$ cat src/rtl/frame_queue_if.sv
// Handshake/status bundle between a frame_queue and its serial-handler/console-responder users.
interface frame_queue_if #(
  parameter int unsigned DEPTH = 16
);
  localparam int unsigned LW = $clog2(DEPTH) + 1;

  logic          flush;
  logic          wr_en;
  logic [31:0]   wr_data;
  logic          rd_en;
  logic [31:0]   rd_data;
  logic          empty;
  logic          full;
  logic [LW-1:0] level;
  logic          next_frame_request;
  logic          overflow;
  logic          underflow;
  logic [31:0]   frames_played;

  modport master (
    output flush, wr_en, wr_data, rd_en,
    input  rd_data, empty, full, level, next_frame_request, overflow, underflow, frames_played
  );

  modport slave (
    input  flush, wr_en, wr_data, rd_en,
    output rd_data, empty, full, level, next_frame_request, overflow, underflow, frames_played
  );
endinterface

$ cat src/rtl/frame_queue.sv
// Per-console show-ahead FIFO of N64 controller frames with low-water frame request generator.
// Define FRAME_QUEUE_STATS_EN to build the frames_played pop counter.
module frame_queue #(
  parameter int unsigned DEPTH       = 16,
  parameter int unsigned LOW_WATER   = 4,
  parameter int unsigned REQ_TIMEOUT = 5000000
) (
  input logic         sys_clk,
  input logic         rst_n,
  frame_queue_if.slave bus
);
  localparam int unsigned PW = $clog2(DEPTH);
  localparam int unsigned LW = PW + 1;
  localparam int unsigned TW = $clog2(REQ_TIMEOUT);
  localparam logic [LW-1:0] LevelFull = LW'(DEPTH);
  localparam logic [LW-1:0] LowWater  = LW'(LOW_WATER);
  localparam logic [TW-1:0] TimerLast = TW'(REQ_TIMEOUT - 1);

  typedef enum logic {StIdle, StWait} req_state_e;

  logic [31:0]   mem_q [DEPTH];
  logic [PW-1:0] wr_ptr_q, wr_ptr_d, rd_ptr_q, rd_ptr_d;
  logic [LW-1:0] level_q, level_d;
  logic          empty_q, empty_d, full_q, full_d;
  logic          overflow_q, overflow_d, underflow_q, underflow_d;
  logic [31:0]   last_q, last_d;
  req_state_e    state_q, state_d;
  logic [TW-1:0] timer_q, timer_d;
  logic          req_q, req_d;
  logic          pop, wr_accept;

  assign pop       = bus.rd_en && !empty_q;
  // A pop in the same cycle frees the slot, so a write into a full queue still lands.
  assign wr_accept = bus.wr_en && (!full_q || bus.rd_en);

  always_comb begin
    wr_ptr_d    = wr_ptr_q;
    rd_ptr_d    = rd_ptr_q;
    level_d     = level_q;
    overflow_d  = overflow_q;
    underflow_d = underflow_q;
    last_d      = last_q;
    state_d     = state_q;
    timer_d     = timer_q;
    req_d       = 1'b0;

    if (wr_accept) wr_ptr_d = wr_ptr_q + PW'(1);
    if (pop) begin
      rd_ptr_d = rd_ptr_q + PW'(1);
      last_d   = mem_q[rd_ptr_q];
    end
    if (wr_accept && !pop)      level_d = level_q + LW'(1);
    else if (!wr_accept && pop) level_d = level_q - LW'(1);

    if (bus.rd_en && empty_q)               underflow_d = 1'b1;
    if (bus.wr_en && full_q && !bus.rd_en)  overflow_d  = 1'b1;

    unique case (state_q)
      StIdle: begin
        if (level_d < LowWater) begin
          req_d   = 1'b1;
          timer_d = '0;
          state_d = StWait;
        end
      end
      StWait: begin
        timer_d = timer_q + TW'(1);
        if (wr_accept || timer_q == TimerLast) state_d = StIdle;
      end
      default: state_d = StIdle;
    endcase

    if (bus.flush) begin
      wr_ptr_d    = '0;
      rd_ptr_d    = '0;
      level_d     = '0;
      overflow_d  = 1'b0;
      underflow_d = 1'b0;
      last_d      = '0;
      state_d     = StIdle;
      timer_d     = '0;
      req_d       = 1'b0;
    end

    empty_d = (level_d == '0);
    full_d  = (level_d == LevelFull);
  end

  always_ff @(posedge sys_clk or negedge rst_n) begin
    if (!rst_n) begin
      wr_ptr_q    <= '0;
      rd_ptr_q    <= '0;
      level_q     <= '0;
      empty_q     <= 1'b1;
      full_q      <= 1'b0;
      overflow_q  <= 1'b0;
      underflow_q <= 1'b0;
      last_q      <= '0;
      state_q     <= StIdle;
      timer_q     <= '0;
      req_q       <= 1'b0;
    end else begin
      wr_ptr_q    <= wr_ptr_d;
      rd_ptr_q    <= rd_ptr_d;
      level_q     <= level_d;
      empty_q     <= empty_d;
      full_q      <= full_d;
      overflow_q  <= overflow_d;
      underflow_q <= underflow_d;
      last_q      <= last_d;
      state_q     <= state_d;
      timer_q     <= timer_d;
      req_q       <= req_d;
    end
  end

  // Storage needs no reset: only entries between the pointers are ever visible.
  always_ff @(posedge sys_clk) begin
    if (wr_accept) mem_q[wr_ptr_q] <= bus.wr_data;
  end

  // While empty, keep presenting the last popped frame so the console repeats its input.
  assign bus.rd_data            = empty_q ? last_q : mem_q[rd_ptr_q];
  assign bus.empty              = empty_q;
  assign bus.full               = full_q;
  assign bus.level              = level_q;
  assign bus.next_frame_request = req_q;
  assign bus.overflow           = overflow_q;
  assign bus.underflow          = underflow_q;

`ifdef FRAME_QUEUE_STATS_EN
  logic [31:0] played_q, played_d;

  always_comb begin
    played_d = played_q;
    if (pop)       played_d = played_q + 32'd1;
    if (bus.flush) played_d = '0;
  end

  always_ff @(posedge sys_clk or negedge rst_n) begin
    if (!rst_n) played_q <= '0;
    else        played_q <= played_d;
  end

  assign bus.frames_played = played_q;
`else
  assign bus.frames_played = 32'h0;
`endif
endmodule

$ cat src/flat_wrapper.sv
// flat-port wrapper written by rule: the top's interface ports become plain ports
module frame_queue_flat 
#(
  parameter int unsigned DEPTH       = 16,
  parameter int unsigned LOW_WATER   = 4,
  parameter int unsigned REQ_TIMEOUT = 5000000
)
  (sys_clk, rst_n, bus_flush, bus_wr_en, bus_wr_data, bus_rd_en, bus_rd_data, bus_empty, bus_full, bus_level, bus_next_frame_request, bus_overflow, bus_underflow, bus_frames_played);
  frame_queue_if #(.DEPTH(DEPTH)) bus_i ();
  input logic sys_clk;
  input logic rst_n;
  input wire logic [$bits(bus_i.flush)-1:0] bus_flush;
  input wire logic [$bits(bus_i.wr_en)-1:0] bus_wr_en;
  input wire logic [$bits(bus_i.wr_data)-1:0] bus_wr_data;
  input wire logic [$bits(bus_i.rd_en)-1:0] bus_rd_en;
  output wire logic [$bits(bus_i.rd_data)-1:0] bus_rd_data;
  output wire logic [$bits(bus_i.empty)-1:0] bus_empty;
  output wire logic [$bits(bus_i.full)-1:0] bus_full;
  output wire logic [$bits(bus_i.level)-1:0] bus_level;
  output wire logic [$bits(bus_i.next_frame_request)-1:0] bus_next_frame_request;
  output wire logic [$bits(bus_i.overflow)-1:0] bus_overflow;
  output wire logic [$bits(bus_i.underflow)-1:0] bus_underflow;
  output wire logic [$bits(bus_i.frames_played)-1:0] bus_frames_played;
  assign bus_i.flush = bus_flush;
  assign bus_i.wr_en = bus_wr_en;
  assign bus_i.wr_data = bus_wr_data;
  assign bus_i.rd_en = bus_rd_en;
  assign bus_rd_data = bus_i.rd_data;
  assign bus_empty = bus_i.empty;
  assign bus_full = bus_i.full;
  assign bus_level = bus_i.level;
  assign bus_next_frame_request = bus_i.next_frame_request;
  assign bus_overflow = bus_i.overflow;
  assign bus_underflow = bus_i.underflow;
  assign bus_frames_played = bus_i.frames_played;
  frame_queue #(.DEPTH(DEPTH), .LOW_WATER(LOW_WATER), .REQ_TIMEOUT(REQ_TIMEOUT)) u_core (.sys_clk(sys_clk), .rst_n(rst_n), .bus(bus_i));
endmodule
$ cat config.mk
export PLATFORM = sky130hd
export DESIGN_NAME = frame_queue_flat
export DESIGN_NICKNAME = d
export VERILOG_FILES = /design/src/rtl/frame_queue_if.sv /design/src/rtl/frame_queue.sv /design/src/flat_wrapper.sv
export SDC_FILE = /design/constraint.sdc
export NUM_CORES = 1
export LEC_CHECK = 0
export CORE_ASPECT_RATIO = 1.5
export CORE_UTILIZATION = 26
export CTS_CLUSTER_SIZE = 24
export DETAILED_ROUTE_END_ITERATION = 7
export GPL_TIMING_DRIVEN = 0
export PLACE_DENSITY = 0.38
export SLEW_MARGIN = 15
export SYNTH_ARGS = -nofsm -noshare
export SYNTH_HDL_FRONTEND = slang
export SYNTH_SLANG_ARGS = --single-unit
$ cat constraint.sdc
create_clock -name sys_clk -period 11.6 [get_ports sys_clk]
set_clock_uncertainty 0.1 [all_clocks]
set_input_delay 1.16 -clock sys_clk [delete_from_list [all_inputs] [get_ports sys_clk]]
set_output_delay 1.16 -clock sys_clk [all_outputs]
set_load 0.005 [all_outputs]
Word level (Yosys, flattened, before mapping) --
Memory sizes are Yosys's and may differ from the RTL's. Index checks and enable logic that the tools add are counted.
Word-level totals: memory bits (writable) 512, memories kept 1, bits in registers 74, word-level logic and storage cells 66
Cells by class: reduce and logical (&&, ||, !) cells 19, $lt $le $gt $ge 1, muxes and demuxes 25, eq/ne operators 3, add/sub/neg operators 5, bitwise operators 1
Memories:
- u_core.mem_q | depth 16, width 32, rd ports 1, clocked after memory_dff 0, wr ports 1, line frame_queue.sv:21 | logic [31:0] mem_q [DEPTH];
Operators with widths (number):
- $mux W32 | 3
- $mux W23 | 2
- $pmux W23 S2 | 1
- $add A23 B1 Y23 const B | 1
- $eq A23 B23 Y1 const B | 1
- $mux W4 | 4
- $mux W5 | 3
- $mux W1 | 11
- $add A4 B1 Y4 const B | 2
- $reduce_bool A2 Y1 | 4
- $logic_and A1 B1 Y1 | 7
- $add A5 B1 Y5 const B | 1
- $eq A5 B5 Y1 const B | 1
- $logic_not A1 Y1 | 5
- $logic_not A5 Y1 | 1
- $lt A5 B3 Y1 const B | 1
- $sub A5 B1 Y5 const B | 1
- $ne A3 B2 Y1 const B | 1
- $logic_or A1 B1 Y1 | 2
- $pmux W1 S2 | 1
- $not A1 Y1 | 1

Depth between registers and ports, before layout --
Gate-level depths: netlist of run 1.
depth in word-level cells 11, mapped depth 9

Worst setup path after synthesis of run 1 --
No wires, ideal clock.
path kind input to register, from input port bus_wr_en, to memory u_core.mem_q[1][0], enable pin, setup time 502 ps, stages on the path 3, path buffers 1, required time 10998 ps, data arrival time 4663 ps, slack 6335 ps, cells stage by stage clkbuf_1 -> nand2_1 -> nor4_1
On the way: cells in the longest elaborated chain, start to end 3
RTL lines:
- start, declared | line flat_wrapper.sv:13 | input wire logic [$bits(bus_i.wr_en)-1:0] bus_wr_en;
- $logic_and A1 B1 Y1 | line frame_queue.sv:34 | assign wr_accept = bus.wr_en && (!full_q || bus.rd_en);
- $mux W1 | line frame_queue.sv:119 | if (wr_accept) mem_q[wr_ptr_q] <= bus.wr_data;
- $mux W1 (not written as such) | line frame_queue.sv:119
- end, declared | line frame_queue.sv:21
Every way passes these cells.

Final worst setup path of run 1 --
from register u_core.rd_ptr_q[1], to output port bus_rd_data[0]
On the way: cells in the longest elaborated chain, start to end 2
RTL lines:
- start, declared | line frame_queue.sv:22 | logic [PW-1:0] wr_ptr_q, wr_ptr_d, rd_ptr_q, rd_ptr_d;
- start signal, assigned | line frame_queue.sv:104 | rd_ptr_q <= rd_ptr_d;
- $mem_v2 Z16 W32
- $mux W32 | line frame_queue.sv:123 | assign bus.rd_data = empty_q ? last_q : mem_q[rd_ptr_q];
- end, declared | line flat_wrapper.sv:16 | output wire logic [$bits(bus_i.rd_data)-1:0] bus_rd_data;
Every way passes these cells.

==> impl_metrics.yaml, run 1 <==
clocking:
  cts_setup_buffers: 0
  tritoncts: "built"
  cts_repair_resize_count: 0
  worst_setup_hold_path_clk_slew_ns: 0.06
  clock-root-buffer: "sky130_fd_sc_hd__clkbuf_16"
  numClockSinks: 586
  cts.hold.buffers_added: 0
  htree_levels: 2
  clock_latency_ns: 0.66
  cts_bufs_inserted: 60
  max-clock-path-buffers: 3
floorplan:
  vertical_extent_of_the_die_um: 370.0
  num_io_pins: 111
  core_area_um2: 89200
  initial_utilization_pct: 26.32
  die_area_um2: 91520
  row_count: 134
  die_w_um: 247.3
drt:
  finalWirelength_um: 65230
  detail_route.iter0.violations: 778
  drt_pass1_iterations: 7
  remaining_drc_errors: 16
  routedWlPerCell_um: 25.18
  vias: 11780
  route.antenna.remaining_nets: 0
  detail_route.vias_per_cell: 4.547
worst_setup_path:
  r2r.worst_path.cells: 5
  critPathKind: "reg2out"
  cp-start-kind: "flip-flop"
  arrival_ns: 4.36
  critical_path_required_ns: 10.34
  critical_path.endpoint_type: "output port"
  critPathMaxFanout: 10
timing:
  fin_crit_ns: 5.620
  grt_setup_unrepaired: "no"
  timing.final.ws_setup_ns: 5.980
  report.final.slew_viol_count: 0
  tightest_slew_ns: 1.133
  timing.final.crit_share_pct: 48.45
  highest_attainable_clock_frequency_ghz: 0.1779
  max-slew-margin-rel_pct: 24.44
  hold_viol_final: 0
  setup_total_negative_slack_ns: 0
  setup_violations: 0
outcome:
  violations: "design-rule violations"
  outcome: "finished with violations"
grt:
  global_route.usage.total_pct: 14.57
  grt_antenna_before_repair: 3
  global_route_wire_length_before_repair_um: 94050
  grt_max_degree: 57
  grt_pass1_vias: 12660
  global_route.overflow_total: 0
place:
  detailedPlace.worstSlack_ns: 6.512
  gp_routability_congestion: 0.7353
  placed_cell_count: 2478
  port-buffer-count: 78
  hpwlAfterDp_um: 43180
synthesis:
  synth_cell_types: 53
  avgSynthCellArea_um2: 20.50
  postSynthRegisterBits: 586
  seq_area_frac_synth_pct: 73.38
  post_synth_inst_count: 1145
  synth-edff-count: 512
  synthFlopType: "sky130_fd_sc_hd__edfxtp_1"
  synthesis.yosys.warnings: 0
  netlist_area_um2: 23480
  asyncSetResetFlopFracSynth_pct: 12.63
worst_hold_path:
  hp-class: "in2async"
power_and_ir_drop:
  cellLeakagePower_nw: 9.279
  peakVddDrop_uv: 113.3
  powerDensity_nw_per_um2: 180.9
final_layout:
  fin_nets: 1429
  insertedDiodeCount: 0
  final_layout_size_suffix_gt1_share_pct: 29.83
  areaGrowthSynthToFinish_pct: 21.73
  fillers: 8581
  fin_cells: 2591
flow_run:
  cap_viol_max_count: 0
cell families (layout without fill, tap and decap cells):
group / count (synthesis) / count (layout) / synth area share [%]
AOI/OAI and AO/OA: 78 / 78 / 2.526
xor gates and xnor gates: 21 / 21 / 0.8634
adders and majority gates: 8 / 8 / 0.4264
buffers and inverters: 102 / 361 / 2.532
DFF: 586 / 586 / 73.38
muxes: 193 / 193 / 16.93
other: 1 / 32 / 0.01597
and+or+nand+nor: 156 / 156 / 3.326
registers in the layout, indices dropped and copies added, names as in the netlist:
signal	cells
u_core.last_q	32
u_core.bus.level	5
u_core.bus.empty	1
u_core.bus.next_frame_request	1
u_core.state_q	1
u_core.mem_q	512
u_core.timer_q	23
u_core.rd_ptr_q	4
u_core.bus.underflow	1
u_core.wr_ptr_q	4
u_core.bus.full	1
u_core.bus.overflow	1
critical path, cell delays in order, from the launching register on:
cell,delay (ns)
sky130_fd_sc_hd__dfrtp_1,0.54
sky130_fd_sc_hd__clkbuf_1,0.50
sky130_fd_sc_hd__buf_1,0.90
sky130_fd_sc_hd__mux4_2,0.43
sky130_fd_sc_hd__mux4_2,0.56
sky130_fd_sc_hd__mux2_2,0.32
sky130_fd_sc_hd__clkdlybuf4s50_1,0.46
power by group:
part,leakage (nW),internal (mW),switching (mW)
combinational,2.66,0.384,0.400
sequential,5.64,2.36,0.0333
clock,0.984,1.14,0.852
path summary, 6_finish.rpt:
check                                    from                end  slack [ns]
setup / recovery           u_core.rd_ptr_q[1]     bus_rd_data[0]        5.98
hold / removal                          rst_n   u_core.last_q[8]        0.28
setup reg to reg           u_core.rd_ptr_q[1]   u_core.last_q[0]        8.21
hold reg to reg             u_core.last_q[31]  u_core.last_q[31]        0.39
max in group asynchronous               rst_n  u_core.last_q[24]       10.48
min in group sys_clk        u_core.last_q[31]  u_core.last_q[31]        0.39
synth_stat cells, types with 4 or more instances:
library cell / n / area share, %
sky130_fd_sc_hd__edfxtp_1: 512 / 65
sky130_fd_sc_hd__mux4_2: 160 / 15
sky130_fd_sc_hd__dfrtp_1: 73 / 7.8
sky130_fd_sc_hd__nand2_1: 49 / 0.78
sky130_fd_sc_hd__a22o_1: 33 / 1.2
sky130_fd_sc_hd__buf_4: 32 / 1.0
sky130_fd_sc_hd__mux2_2: 32 / 1.5
sky130_fd_sc_hd__clkbuf_1: 30 / 0.48
sky130_fd_sc_hd__nor2_1: 29 / 0.46
sky130_fd_sc_hd__nand3_1: 15 / 0.32
sky130_fd_sc_hd__buf_1: 13 / 0.21
sky130_fd_sc_hd__o22ai_1: 12 / 0.32
sky130_fd_sc_hd__buf_6: 11 / 0.53
sky130_fd_sc_hd__xor2_1: 11 / 0.41
sky130_fd_sc_hd__nor3_1: 10 / 0.21
sky130_fd_sc_hd__nor4_1: 10 / 0.27
sky130_fd_sc_hd__inv_1: 9 / 0.14
sky130_fd_sc_hd__o211ai_1: 9 / 0.29
sky130_fd_sc_hd__xnor2_1: 9 / 0.34
sky130_fd_sc_hd__ha_1: 8 / 0.43
sky130_fd_sc_hd__nand4_1: 8 / 0.21
sky130_fd_sc_hd__and2_1: 7 / 0.19
sky130_fd_sc_hd__buf_2: 7 / 0.15
sky130_fd_sc_hd__a21oi_1: 6 / 0.13
sky130_fd_sc_hd__nor2b_1: 6 / 0.16
sky130_fd_sc_hd__nand2b_1: 4 / 0.11
sky130_fd_sc_hd__o21ai_1: 4 / 0.085
per-stage QoR:
stage          area, µm²  total power, mW  hold WS [ns]  utilization [%]
6_report           28580            5.170        0.2770            32.04
2_1_floorplan      23590            2.887        0.3606                -
3_5_place_dp       26570            3.245        0.3773            29.79
5_1_grt            28580            5.373        0.2464            32.04
3_3_place_gp       25820            3.237        0.3768            28.95
4_1_cts            28580            5.260        0.2326            32.04
metal layers:
| layer | vias up | GRT usage (%) | wire [µm] |
|---|---|---|---|
| met2 | 238 | 25.84 | 34450 |
| met1 | 6333 | 18.31 | 27040 |
| met4 | 6 | 3.410 | 1101 |
| met5 | - | 0 | 40 |
| met3 | 73 | 2.485 | 2605 |
| li1 | 5131 | - | - |
cell type report:
type                            instances  area [µm²]  area share (%)
Timing Repair Buffer                  146        1443           5.048
Clock inverter                         43       449.2           1.572
Clock buffer                           70        1559           5.455
Sequential cell                       586       17230           60.28
Multi-Input combinational cell        488        5856           20.49
Inverter                                9       33.78          0.1182
Buffer                                 93       563.0           1.970
Tap cell                             1156        1446           5.061
cells in the final DEF, fill, tap and decap left out, types with 32 or more instances in the layout:
cell,n
sky130_fd_sc_hd__mux2_2,32
sky130_fd_sc_hd__nand2_1,49
sky130_fd_sc_hd__buf_4,65
sky130_fd_sc_hd__edfxtp_1,512
sky130_fd_sc_hd__dfrtp_1,73
sky130_fd_sc_hd__conb_1,32
sky130_fd_sc_hd__a22o_1,33
sky130_fd_sc_hd__clkdlybuf4s50_1,77
sky130_fd_sc_hd__clkbuf_16,60
sky130_fd_sc_hd__clkbuf_1,38
sky130_fd_sc_hd__mux4_2,160
Note: power is estimated with default switching activity, not from simulation.
==> run 2: changes to the inputs <==
--- a/config.mk
+++ b/config.mk
@@ -10,7 +10,7 @@
 export CTS_CLUSTER_SIZE = 24
 export DETAILED_ROUTE_END_ITERATION = 7
 export GPL_TIMING_DRIVEN = 0
-export PLACE_DENSITY = 0.38
+export PLACE_DENSITY = 0.39
 export SLEW_MARGIN = 15
 export SYNTH_ARGS = -nofsm -noshare
 export SYNTH_HDL_FRONTEND = slang
==> constraint.sdc (replaced) <==
create_clock -name sys_clk -period 4.68 [get_ports sys_clk]
set_clock_uncertainty 0.1 [all_clocks]
set_input_delay 0.468 -clock sys_clk [delete_from_list [all_inputs] [get_ports sys_clk]]
set_output_delay 0.468 -clock sys_clk [all_outputs]
set_load 0.005 [all_outputs]
==> run 2 against run 1 <==
Net effect: the flow still finishes with violations (design-rule violations); largest power group unchanged; cell count decreased by 0.27%; combinational power is 150% higher; count of clock-buffer cells in the layout up 5; critical endpoint is now bus_rd_data[21]; critical path depth stayed put; wire length fell by 2.6%; non-clock buffer count up 1; hold slack lost 0.059 ns; core utilization about the same.
==> impl_metrics.yaml, run 2 (synthesis gave the netlist of run 1 again) <==
outcome:
  outcome: "finished with violations"
  violations: "design-rule violations"
timing:
  setup_total_negative_slack_ns: 0
  highest_attainable_clock_frequency_ghz: 0.2231
  timing.final.ws_setup_ns: 0.1974
  fin_crit_ns: 4.483
  worst_hold_slack_ns: 0.2185
  max-slew-margin-rel_pct: 26.50
  grt_setup_unrepaired: "no"
  tightest_slew_ns: 1.102
  hold_viol_final: 0
  timing.final.crit_share_pct: 95.78
  report.final.slew_viol_count: 0
  setup_violations: 0
final_layout:
  insertedDiodeCount: 0
  layout.area.seq_um2: 17230
  biggestRegsByFlops: "u_core.mem_q (512), u_core.last_q (32), u_core.timer_q (23)"
  areaGrowthSynthToFinish_pct: 21.60
  fin_nets: 1426
  fin_cells: 2584
  final_layout_size_suffix_gt1_share_pct: 29.76
  layout.cell_area.non_filler_um2: 28550
  largest_register: "u_core.mem_q"
  mostFrequentLayoutCell: "sky130_fd_sc_hd__edfxtp_1"
  fillers: 8600
  multi_input_comb_area_um2: 5856
  final_cell_mix: "sky130_fd_sc_hd__edfxtp_1 (512), sky130_fd_sc_hd__mux4_2 (160), sky130_fd_sc_hd__clkdlybuf4s50_1 (77)"
  finalCoreUtilization_pct: 32.01
  largest_register_ff_count: 512
floorplan:
  core_area_um2: 89200
  die_w_um: 247.3
  die_area_um2: 91520
  vertical_extent_of_the_die_um: 370.0
  row_count: 134
  initial_utilization_pct: 26.32
  num_io_pins: 111
worst_setup_path:
  arrival_ns: 3.91
  cp-start-kind: "flip-flop"
  critPathKind: "reg2out"
  critical_path_required_ns: 4.11
  critical_path.endpoint_type: "output port"
  critPathMaxFanout: 10
grt:
  grt_pass1_vias: 12610
  global_route_wire_length_before_repair_um: 92310
  grt_max_degree: 46
  grt_antenna_before_repair: 3
  global_route.usage.total_pct: 14.18
  global_route.overflow_total: 0
place:
  placed_cell_count: 2478
  placed_cell_areas_um2: 26730
  hpwlAfterDp_um: 42690
  port-buffer-count: 78
  detailedPlace.worstSlack_ns: 0.2234
  gp_routability_congestion: 0.7538
clocking:
  cts_bufs_inserted: 56
  clock-root-buffer: "sky130_fd_sc_hd__clkbuf_16"
  cts_setup_buffers: 0
  numClockSinks: 586
  tritoncts: "built"
  max-clock-path-buffers: 3
  htree_levels: 2
  clock_latency_ns: 0.62
  worst_setup_hold_path_clk_slew_ns: 0.07
drt:
  remaining_drc_errors: 15
  detail_route.iter0.violations: 878
  detail_route.vias_per_cell: 4.538
  route.antenna.remaining_nets: 0
  routedWlPerCell_um: 24.59
  vias: 11730
  finalWirelength_um: 63530
  drt_pass1_iterations: 7
worst_hold_path:
  hp-class: "in2async"
flow_run:
  cap_viol_max_count: 0
power_and_ir_drop:
  powerDensity_nw_per_um2: 432.5
  peakVddDrop_uv: 262.0
  total_power_mw: 12.35
  cellLeakagePower_nw: 9.258
## run 2: repair_timing
action / CTS / global route
resized for setup: 16 / 0
endpoints found under the hold margin: 29 / 0
hold buffers: 1 / 0
endpoints found under the setup margin: 32 / 0
## run 2: layer usage
metal	vias to the layer above	track usage, %	part of all wire (%)
met3	75	2.123	3.5
met4	4	3.457	1.9
met5	-	0	0.039
li1	5125	-	-
met2	235	25.36	53
met1	6287	17.78	42
## run 2: power by group
part	internal [mW]	switching (mW)	leakage, nW	total (mW)
combinational	0.955	0.985	2.76	1.94
sequential	5.84	0.0815	5.64	5.92
clock	2.48	2.01	0.865	4.48
## run 2: worst max-delay path, cell delays in order, from the launching register on
cell and delay [ns]:
sky130_fd_sc_hd__dfrtp_1 0.54, sky130_fd_sc_hd__clkbuf_2 0.35, sky130_fd_sc_hd__buf_1 0.67, sky130_fd_sc_hd__mux4_2 0.41, sky130_fd_sc_hd__mux4_2 0.50, sky130_fd_sc_hd__mux2_2 0.35
sky130_fd_sc_hd__clkdlybuf4s50_1 0.47
## run 2: final cells by class
class | count | area share, %
sequential | 586 | 60.35
multi-input combinational | 488 | 20.51
timing repair buffer | 147 | 5.636
clock buffer | 75 | 5.268
tap | 1156 | 5.067
buffer | 93 | 2.152
clock inverter | 30 | 0.8985
inverter | 9 | 0.1183
## run 2: final timing paths
check | from | slack (ns) | to | cells after the start
min | rst_n | 0.22 | u_core.bus.level[3] | 2
min in group sys_clk | u_core.last_q[23] | 0.39 | u_core.last_q[23] | 1
max in group asynchronous | rst_n | 3.63 | u_core.bus.empty | 3
max | u_core.rd_ptr_q[1] | 0.20 | bus_rd_data[21] | 6
min reg2reg | u_core.last_q[23] | 0.39 | u_core.last_q[23] | 1
max reg2reg | u_core.rd_ptr_q[1] | 1.72 | u_core.last_q[22] | 5
==> run 3: changes to the inputs <==
--- a/config.mk
+++ b/config.mk
@@ -10,7 +10,7 @@
 export CTS_CLUSTER_SIZE = 24
 export DETAILED_ROUTE_END_ITERATION = 7
 export GPL_TIMING_DRIVEN = 0
-export PLACE_DENSITY = 0.39
+export PLACE_DENSITY_LB_ADDON = 0.12
 export SLEW_MARGIN = 15
 export SYNTH_ARGS = -nofsm -noshare
 export SYNTH_HDL_FRONTEND = slang
==> run 3 against run 2 <==
Net effect: the flow still finishes with violations (design-rule violations); wire length rose by 0.99%; sequential power about the same; non-clock buffer count decreased by 3; critical path depth did not move; combinational power is essentially flat; first-iteration DRC count decreased by 9.9%; via count increased by 1.1%; critical endpoint unchanged.
==> impl_metrics.yaml, run 3 (synthesis gave the netlist of run 1 again) <==
worst_setup_path:
  slowest_stage: "sky130_fd_sc_hd__buf_1"
  buffer_and_inverter_count_on_the_worst_path: 3
  crit-reg2reg-launch: "u_core.wr_ptr_q[0]"
  critPathKind: "reg2out"
  cp-start-kind: "flip-flop"
  r2r_setup_slack_ns: 1.65
  arrival_ns: 3.90
  critical_path_required_ns: 4.11
  path_cells: "clkbuf_2 -> buf_1 -> mux4_2 -> mux4_2 -> mux2_2 -> clkdlybuf4s50_1"
  startpoint: "u_core.rd_ptr_q[1]"
  cpMostUsedCell: "sky130_fd_sc_hd__mux4_2"
  critical_path.endpoint_type: "output port"
  worst_path_largest_cell_delay_ns: 0.60
  critPathMaxFanout: 10
  critical-path-top-delay-family: "buffers and inverters"
final_layout:
  largest_register_ff_count: 512
  mostFrequentLayoutCell: "sky130_fd_sc_hd__edfxtp_1"
  areaGrowthSynthToFinish_pct: 21.47
  fin_cells: 2587
  fin_nets: 1427
  final_layout_size_suffix_gt1_share_pct: 29.91
  final_cell_mix: "sky130_fd_sc_hd__edfxtp_1 (512), sky130_fd_sc_hd__mux4_2 (160), sky130_fd_sc_hd__clkdlybuf4s50_1 (77)"
  largest_register: "u_core.mem_q"
  biggestRegsByFlops: "u_core.mem_q (512), u_core.last_q (32), u_core.timer_q (23)"
  insertedDiodeCount: 0
floorplan:
  core_area_um2: 89200
  initial_utilization_pct: 26.32
  die_area_um2: 91520
  die_w_um: 247.3
  vertical_extent_of_the_die_um: 370.0
  num_io_pins: 111
  row_count: 134
clocking:
  clock-root-buffer: "sky130_fd_sc_hd__clkbuf_16"
  cts_bufs_inserted: 60
  worst_setup_hold_path_clk_slew_ns: 0.07
  cts_setup_buffers: 0
  clock_latency_ns: 0.65
  numClockSinks: 586
  max-clock-path-buffers: 3
  tritoncts: "built"
  htree_levels: 2
place:
  port-buffer-count: 78
  gp_routability_congestion: 0.7428
  hpwlAfterDp_um: 42510
  detailedPlace.worstSlack_ns: 0.2347
  placed_cell_count: 2475
grt:
  grt_pass1_vias: 12770
  grt_antenna_before_repair: 3
  global_route.overflow_total: 0
  global_route.usage.total_pct: 14.32
  grt_max_degree: 53
  global_route_wire_length_before_repair_um: 92720
drt:
  detail_route.iter0.violations: 791
  vias: 11850
  remaining_drc_errors: 15
  finalWirelength_um: 64160
  drt_pass1_iterations: 8
  routedWlPerCell_um: 24.80
  route.antenna.remaining_nets: 0
  detail_route.vias_per_cell: 4.581
timing:
  timing.final.crit_share_pct: 95.37
  max-slew-margin-rel_pct: 26.18
  report.final.slew_viol_count: 0
  highest_attainable_clock_frequency_ghz: 0.2241
  tightest_slew_ns: 1.107
  grt_setup_unrepaired: "no"
  timing.final.ws_setup_ns: 0.2169
  fin_crit_ns: 4.463
  worst_hold_slack_ns: 0.1906
  setup_total_negative_slack_ns: 0
  setup_violations: 0
  hold_viol_final: 0
power_and_ir_drop:
  powerDensity_nw_per_um2: 440.0
  peakVddDrop_uv: 260.9
  cellLeakagePower_nw: 9.251
outcome:
  outcome: "finished with violations"
  violations: "design-rule violations"
flow_run:
  cap_viol_max_count: 0
worst_hold_path:
  hp-class: "in2async"
## run 3: changes by cell type in the layout (fill, tap and decap cells not counted), moves of 4 or more
cell,delta
sky130_fd_sc_hd__buf_4,+13
sky130_fd_sc_hd__buf_16,-7
sky130_fd_sc_hd__buf_2,-7
sky130_fd_sc_hd__clkbuf_8,+4
## run 3: worst reg2reg max path: stages, from the launching register on
cell,delay (ns)
sky130_fd_sc_hd__dfrtp_1,0.44
sky130_fd_sc_hd__inv_1,0.11
sky130_fd_sc_hd__ha_1,0.19
sky130_fd_sc_hd__inv_1,0.12
sky130_fd_sc_hd__nor4_2,0.75
sky130_fd_sc_hd__buf_2,0.35
sky130_fd_sc_hd__buf_4,0.21
sky130_fd_sc_hd__buf_2,0.21
sky130_fd_sc_hd__buf_2,0.23
## run 3: timing repair
| action | CTS | global route |
|---|---|---|
| setup endpoints to repair | 32 | 0 |
| resized for setup | 17 | 0 |
| endpoints found under the hold margin | 73 | 0 |
| hold buffers | 1 | 0 |
## run 3: cell type report
cell class	count	area [µm²]
Fill cell	8615	60680
Sequential cell	586	17230
Multi-Input combinational cell	488	5856
Clock buffer	85	1645
Timing Repair Buffer	144	1450
Tap cell	1156	1446
Buffer	93	620.6
Clock inverter	26	236.5
Inverter	9	33.78
## run 3: per-layer routing
| metal | part of all wire, % | up-vias | wire [µm] | global-route usage, % |
|---|---|---|---|---|
| met5 | 0.069 | - | 44 | 0 |
| met1 | 41 | 6417 | 26610 | 17.76 |
| li1 | - | 5123 | - | - |
| met3 | 3.5 | 92 | 2227 | 2.275 |
| met4 | 2.0 | 6 | 1307 | 3.870 |
| met2 | 53 | 212 | 33970 | 25.54 |
## run 3: per-stage QoR
stage          instance area, µm²  utilization [%]  power, mW
2_1_floorplan               23590                -      7.155
3_5_place_dp                26570            29.79      8.037
5_1_grt                     28520            31.97      13.06
4_1_cts                     28520            31.97      12.78
6_report                    28520            31.97      12.55
3_3_place_gp                25820            28.95      8.008
## run 3: worst paths after layout
path,endpoint,depth (start not counted)
max,bus_rd_data[21],6
min,u_core.bus.level[0],2
max reg2reg,u_core.mem_q[2][20],8
min reg2reg,u_core.last_q[19],1
max in group asynchronous,u_core.last_q[20],3
min in group sys_clk,u_core.last_q[19],1
## run 3: power breakdown
part | internal [mW] | leakage (nW) | total (mW) | switching [mW]
Sequential | 5.84 | 5.64 | 5.93 | 0.0823
Clock | 2.61 | 0.920 | 4.68 | 2.06
Combinational | 0.958 | 2.70 | 1.94 | 0.984
Total | 9.42 | 9.25 | 12.5 | 3.13
==> edit: new RTL, config.mk and constraints of run 1 <==
Compare `timer_q` against `TimerLast` with >= in place of ==.
--- a/src/rtl/frame_queue.sv
+++ b/src/rtl/frame_queue.sv
@@ -66,5 +66,5 @@
       StWait: begin
         timer_d = timer_q + TW'(1);
-        if (wr_accept || timer_q == TimerLast) state_d = StIdle;
+        if (wr_accept || timer_q >= TimerLast) state_d = StIdle;
       end
       default: state_d = StIdle;
Behaviour: same outputs for any inputs over 4 cycles, from zero or initial values and one cycle with rst_n low; that may be too few to reach the edited logic, so the function may still have changed.
==> edit against run 1 <==
- design area grew 3.0%
- sequential cell count did not move
- worst setup slack got worse by 0.36 ns
- power fell by 0.84%
- register-to-register slack lost 0.36 ns
- routed wire length is 9.0% higher
- synthesized area is 3.3% higher
- critical path type unchanged
- largest power group unchanged
- highest routed layer unchanged
==> edit: results (changes against run 1) <==
vias in the first global route=14,035 (+11%); Synth top cells by count=edfxtp_1 (512), mux2i_1 (128), nand2_1 (77); Mapped Cells=1,404 (+23%); initial antenna violation count=4 (+1); GR Util met3=2.61% (+0.13 points); Reg2Reg Launch Point=u_core.rd_ptr_q[3]$_DFFE_PN0P_; layout cells sized above 1=20.2% (-9.7 points); Worst Hold Slack=0.354 ns (+0.0766 ns); Seq Cell Count=586 (unchanged); clock-cell share of area=7.00% (-0.029 points); CTS buffer count=67 (+12%); post-synthesis mux area share=12.7% (-4.2 points); vias per cell=4.57 (+0.50%); outcome=finished clean; worst vdd ir=0.0958 mV (-15%); Repair and plain buffers=254 (+6.3%); post-synthesis sequential area ratio=71.1% (-2.3 points); adder-cell share of the synthesized area=0.413% (-0.014 points); Final non-clock buffer share=6.99% (-0.024 points); Leak Pwr=9.64 nW (+3.9%); met3 wire len=2.55 mm (-2.3%); num rows=136 (+1.5%); worst skew pair latency=0.60 ns (-0.06 ns); r2r setup slk=7.85 ns (-0.36 ns); met2 global-route usage=26.9% (+1.1 points); area occupied by multi-input gates=0.00649 mm2 (+11%); gp weighted congestion=0.757 (+2.9%); wire length per cell=24.3 um (-3.6%)
==> edit: worst max path at each step <==
stage / startpoint / slack [ns] / cells after the start / end
after floorplan: bus_rd_en / 6.49 / 3 / u_core.mem_q[1][0]$_DFFE_PP_
after global routing: u_core.rd_ptr_q[3]$_DFFE_PN0P_ / 5.44 / 7 / bus_rd_data[20]
after global placement: bus_rd_en / 0.56 / 4 / u_core.mem_q[2][4]$_DFFE_PP_
after detailed placement: u_core.rd_ptr_q[3]$_DFFE_PN0P_ / 6.18 / 7 / bus_rd_data[20]
final: u_core.rd_ptr_q[3]$_DFFE_PN0P_ / 5.62 / 7 / bus_rd_data[22]
after CTS: u_core.rd_ptr_q[3]$_DFFE_PN0P_ / 5.49 / 7 / bus_rd_data[20]
==> edit: report_power, final <==
group,switching [mW],internal (mW),total [mW]
sequential,0.0238,2.35,2.37
combinational,0.387,0.335,0.722
clock,0.853,1.18,2.04
